**config.mk**
```make
export PLATFORM = sky130hd
export DESIGN_NAME = decoder_64b66b
export DESIGN_NICKNAME = d
export VERILOG_FILES = /design/src/rtl/pcs64b66b_pkg.sv /design/src/rtl/descrambler_64b58.sv /design/src/rtl/decoder_64b66b.sv
export SDC_FILE = /design/constraint.sdc
export NUM_CORES = 1
export LEC_CHECK = 0
export BUFFER_PORTS_ARGS = -buffer_cell sky130_fd_sc_hd__clkbuf_2
export CAP_MARGIN = 15
export CORE_MARGIN = 5
export CORE_UTILIZATION = 30
export CTS_CLUSTER_SIZE = 12
export DETAILED_ROUTE_END_ITERATION = 7
export GPL_TIMING_DRIVEN = 0
export PLACE_DENSITY = 0.58
export REMOVE_ABC_BUFFERS = 1
export SKIP_CTS_REPAIR_TIMING = 1
export SYNTH_ARGS = -nofsm -noshare
export SYNTH_HDL_FRONTEND = slang
export SYNTH_SLANG_ARGS = --single-unit
```
**constraint.sdc**
```tcl
create_clock -name clk -period 2 [get_ports clk]
set_clock_uncertainty 0.2 [all_clocks]
set_input_delay 0.2 -clock clk [delete_from_list [all_inputs] [get_ports clk]]
set_output_delay 0.2 -clock clk [all_outputs]
set_load 0.01 [all_outputs]
```
**src/rtl/pcs64b66b_pkg.sv**
```systemverilog
// Shared 64b/66b PCS constants and the beat bundle.
// Header values, block/payload widths and descrambler taps.
package pcs64b66b_pkg;

  localparam int BLOCK_W   = 66;
  localparam int PAYLOAD_W = 64;
  localparam int HIST_W    = 58;
  localparam int TAP_A     = 39;
  localparam int TAP_B     = 58;

  localparam logic [1:0] SH_DATA = 2'b01;
  localparam logic [1:0] SH_CTRL = 2'b10;

  typedef struct packed {
    logic [1:0]           sh;
    logic [PAYLOAD_W-1:0] data;
  } beat_t;

endpackage

```
**src/rtl/descrambler_64b58.sv**
```systemverilog
// Self-synchronizing descrambler 1 + x^39 + x^58, 64 bits per beat.
// Ports: clk, reset (sync, high), en (advance history), din, dout.
module descrambler_64b58
  import pcs64b66b_pkg::*;
(
  input  logic                 clk,
  input  logic                 reset,
  input  logic                 en,
  input  logic [PAYLOAD_W-1:0] din,
  output logic [PAYLOAD_W-1:0] dout
);

  logic [HIST_W-1:0]           hist_q;
  logic [HIST_W-1:0]           hist_d;
  logic [HIST_W+PAYLOAD_W-1:0] ext;

  // ext[j] is wire bit j-58 relative to this block; hist_q[57] is newest.
  always_comb begin
    ext    = {din, hist_q};
    dout   = '0;
    hist_d = hist_q;
    for (int k = 0; k < PAYLOAD_W; k++) begin
      dout[k] = ext[k+HIST_W]
              ^ ext[k+HIST_W-TAP_A]
              ^ ext[k+HIST_W-TAP_B];
    end
    if (en) begin
      hist_d = ext[HIST_W+PAYLOAD_W-1 -: HIST_W];
    end
  end

  always_ff @(posedge clk) begin
    if (reset) begin
      hist_q <= '0;
    end else begin
      hist_q <= hist_d;
    end
  end

endmodule

```
**src/rtl/decoder_64b66b.sv**
```systemverilog
// 64b/66b RX block decoder: header split, descramble, skid slice.
// Ports: s_axis_* (66b block in), m_axis_* (type + 64b out).
// Macro DECODER64B66B_DESCRAMBLE_EN enables the descrambler.
module decoder_64b66b
  import pcs64b66b_pkg::*;
(
  input  logic                 clk,
  input  logic                 reset,
  input  logic [BLOCK_W-1:0]   s_axis_tdata,
  input  logic                 s_axis_tvalid,
  output logic                 s_axis_tready,
  output logic [1:0]           m_axis_ttype,
  output logic [PAYLOAD_W-1:0] m_axis_tdata,
  output logic                 m_axis_tvalid,
  input  logic                 m_axis_tready
);

  logic                 in_fire;
  logic [PAYLOAD_W-1:0] payload_in;
  logic [PAYLOAD_W-1:0] payload_dsc;
  beat_t                in_beat;

  beat_t out_q, out_d;
  logic  out_valid_q, out_valid_d;
  beat_t skid_q, skid_d;
  logic  skid_valid_q, skid_valid_d;

  assign payload_in = s_axis_tdata[BLOCK_W-1:2];
  assign in_fire    = s_axis_tvalid && s_axis_tready;

`ifdef DECODER64B66B_DESCRAMBLE_EN
  descrambler_64b58 u_dsc (
    .clk   (clk),
    .reset (reset),
    .en    (in_fire),
    .din   (payload_in),
    .dout  (payload_dsc)
  );
`else
  assign payload_dsc = payload_in;
`endif

  assign in_beat.sh   = s_axis_tdata[1:0];
  assign in_beat.data = payload_dsc;

  always_comb begin
    out_d        = out_q;
    out_valid_d  = out_valid_q;
    skid_d       = skid_q;
    skid_valid_d = skid_valid_q;
    if (skid_valid_q) begin
      // input is blocked; drain skid into output when it frees
      if (m_axis_tready) begin
        out_d        = skid_q;
        out_valid_d  = 1'b1;
        skid_valid_d = 1'b0;
      end
    end else if (in_fire) begin
      if (!out_valid_q || m_axis_tready) begin
        out_d       = in_beat;
        out_valid_d = 1'b1;
      end else begin
        skid_d       = in_beat;
        skid_valid_d = 1'b1;
      end
    end else if (m_axis_tready) begin
      out_valid_d = 1'b0;
    end
  end

  always_ff @(posedge clk) begin
    if (reset) begin
      out_q        <= '0;
      out_valid_q  <= 1'b0;
      skid_q       <= '0;
      skid_valid_q <= 1'b0;
    end else begin
      out_q        <= out_d;
      out_valid_q  <= out_valid_d;
      skid_q       <= skid_d;
      skid_valid_q <= skid_valid_d;
    end
  end

  assign s_axis_tready = !skid_valid_q;
  assign m_axis_tvalid = out_valid_q;
  assign m_axis_tdata  = reset ? '0 : out_q.data;
  assign m_axis_ttype  = reset ? 2'b00 : out_q.sh;

endmodule

```
==> summary by stage <==
Worst setup path
The worst flop-to-flop path startpoint is skid_valid_q. STA classifies the critical path endpoint as a flip-flop. The class of the most critical setup path is reg2reg. The startpoint class of the critical path is a flip-flop.

Setup slack on the worst reg-to-reg path comes out at 0.04 ns. For the worst flop-to-flop path, the logic depth is 5. The endpoint of the most critical register-to-register path is out_q[55].

At the worst endpoint, the required time is 2.09 ns. The arrival time at the worst endpoint is 2.05 ns. The maximum fanout along the worst path is 45.

Place
Detailed placement finished with a half-perimeter wire length of 8.672 mm. Including well taps, the total number of placed cells is 1018. The total cell area at the placement stage is 6980 um2. The final weighted congestion in routability-driven placement is 0.6848. The quantity of I/O buffers inserted on ports is 137.

Clock tree
CTS saw 134 sinks. The clock transition at the registers of the reported paths is 0.06 ns. For the worst-skew pair, the clock arrives at the later sink with an insertion delay of 0.40 ns. TritonCTS built the clock tree. The library cell used as clock root buffer is clkbuf_16.

Clock tree synthesis inserted a total of 17 buffers. The clock passes through at most 2 buffers. In this run the number of H-tree levels came out at 4.

Cells and area
The number of nets at the end of the flow is 912. The share of final-layout standard cells stronger than drive strength 1 is 0.2959. Relative to the synthesized area, the layout overhead comes to 38.35%. The repair_antennas step left the layout with diodes totalling 0. Counting the fill cells in the layout gives 2019. After the flow finishes, the layout carries non-filler instances totaling 1125.

The finished cells cover 8387 um2.

Power and ir drop
The cell internal power dissipation is 5.228 mW. Summed over all nets, the switching power comes to 1.620 mW. Of the total power, registers draw 0.415.

The maximum vdd ir drop is 0.0005199 V. Of the total power, combinational logic draws 0.131. The leakage power of the design is 3.407 nW.

The part of the power in the clock network is 0.453. Power spread over the standard cell area amounts to 816.6 nW/um2. The switching portion of total power is 0.2366.

After layout, the design draws a total of 6.849 mW.

Yosys
Counting distinct cell types in the post-synthesis netlist gives 18. Dividing the synthesized area by the synthesized cell count gives 9.227 um2. The total of flip-flops plus latches after synthesis is 134.

The Yosys step of the flow raised 0 warnings. The number of instances in the synthesized netlist is 657. Of the synthesized area, sequential elements account for 0.4425.

The cell area that synthesis handed to floorplanning was 6062 um2.

Route
The final antenna-violating net count is 0. The first routing iteration left 150 violations. In the final routed layout, each cell accounts on average for 14.06 um.

The total wire length is 15.81 mm. Across all layers, the routed design uses 4916 vias. After detailed routing, the number of vias per cell comes to 4.370. For this run, the detailed router's first-pass iteration total came to 4.

After detailed routing, the number of remaining DRC violations is 0.

Die
The initialized floorplan defines 52 standard-cell rows. The horizontal die dimension is 152.2 um. 138 I/O pins were placed. The initial utilization of the core area, before any placement, comes to 0.3025. The die covers 23150 um2. The die is 152.2 um tall. The region available for standard cell placement spans 20040 um2.

Flow run
Max-cap violations in this run came to 0.

Timing
Timing would allow up to 510.1 MHz. The number of pins exceeding their max-slew limit in the final report is 0. The final period utilization is 0.9801. The worst slew margin relative to its limit is 0.6087. The number of failing hold endpoints at the final stage is 0.

The clock period minus final worst setup slack is 1.960 ns. At the pin with the least slew margin, the transition time is 0.5869 ns. Setup violations remaining at the end of the flow were counted as 0. The hold slack is 0.05351 ns.

Status
The run finished with clean final reports.

Global routing
The via count of the first global-routing pass was 4289. The total overflow left after global routing is 0. Entering global routing, the biggest net connects 113 pins.

The initial antenna violation count was 0. The overall routing resource usage is 0.1192. The first global-routing pass estimated 22.78 mm of wire.

Hold path
The origin of the worst min-delay path is s_axis_tvalid. The worst hold path passes through 3 cells. The path with the worst hold slack has its endpoint at m_axis_tvalid. The worst hold-check path type is in2reg.
[synthesized netlist by cell type, drive strengths merged]
cell,instances,area share
dfxtp,134,0.44
nand2,133,0.082
a21oi,68,0.056
mux2i,67,0.11
nor2,67,0.041
mux2,66,0.15
nor2b,66,0.068
buf,32,0.033
clkbuf,19,0.012
and4bb,1,0.0021
inv,1,0.00062
nand2b,1,0.0010
nand4bb,1,0.0019
o22a,1,0.0014
[power groups by stage]
stage,Clock [mW],Sequential (mW),Combinational (mW)
after floorplan,0,2.90,0.466
after global placement,0,2.91,0.767
after detailed placement,0,2.91,0.761
after CTS,3.22,2.85,0.763
after global routing,3.35,2.85,0.989
final,3.11,2.84,0.900
[worst max-delay path, cell delays in order, from the launching register on]
cell     delay, ns
dfxtp_4       0.36
buf_16        0.21
nor2_2        0.20
o22a_4        0.21
buf_16        0.23
mux2_2        0.37
[state kept, by name (all words and copies together) (netlist names)]
signal	count
skid_valid_q	1
m_axis_tvalid	1
out_q	66
skid_q	66
[metrics by stage]
stage | setup TNS, ns | utilization | worst slack [ns]
finish | 0 | 0.4185 | 0.03977
global route | -0.05598 | 0.4185 | -0.009450
CTS | -69.82 | 0.3779 | -0.8552
detailed placement | -68.39 | 0.3483 | -0.8434
global placement | -827.41 | 0.3402 | -5.748
floorplan | -397.36 | - | -3.554
[layer usage]
layer	part of all wire	vias up	GRT usage
met3	0.043	8	0.04118
met5	0	-	0
met2	0.46	96	0.1768
met1	0.49	2270	0.1645
li1	-	2542	-
met4	0.0078	0	0.03467
[how the worst max path moves through the flow]
stage                 start        end  slack, ns  depth (start not counted)
2_1_floorplan  skid_valid_q  out_q[35]      -3.55                          2
3_3_place_gp   skid_valid_q  out_q[55]      -5.75                          2
3_5_place_dp   skid_valid_q  out_q[45]      -0.84                          4
4_1_cts        skid_valid_q  out_q[45]      -0.86                          4
5_1_grt        skid_valid_q  out_q[54]     -0.009                          5
6_report       skid_valid_q  out_q[55]       0.04                          5
[kinds of logic (layout without fill, tap and decap cells)]
family,count (synthesis),in the layout,share of synthesized area
AND/OR/NAND/NOR,269,272,0.1969
flip-flops,134,134,0.4425
multiplexers,133,133,0.2580
AO/OA/AOI/OAI,69,70,0.05759
buffers and inverters,52,246,0.04499
[layout by cell type (no fill, tap or decap), drive strengths merged]
| master | instances |
|---|---|
| nand2b | 1 |
| inv | 1 |
| dfxtp | 134 |
| clkinvlp | 2 |
| nand2 | 133 |
| nor2b | 66 |
| and4bb | 2 |
| o22a | 2 |
| mux2 | 66 |
| nand4bb | 3 |
| nor2 | 67 |
| buf | 10 |
| clkinv | 3 |
| a21oi | 68 |
| bufinv | 1 |
| mux2i | 67 |
| dlygate4sd3 | 66 |
| clkbuf | 163 |
[cell type report]
class	instances	area (um2)	share of cell area
timing repair buffer	213	1553	0.1851
clock buffer	26	529.3	0.06311
inverter	1	3.754	0.0004476
multi-input combinational	475	3212	0.3830
tap	270	337.8	0.04028
sequential	134	2688	0.3205
clock inverter	6	63.81	0.007609
(Power assumes the default switching activity.)
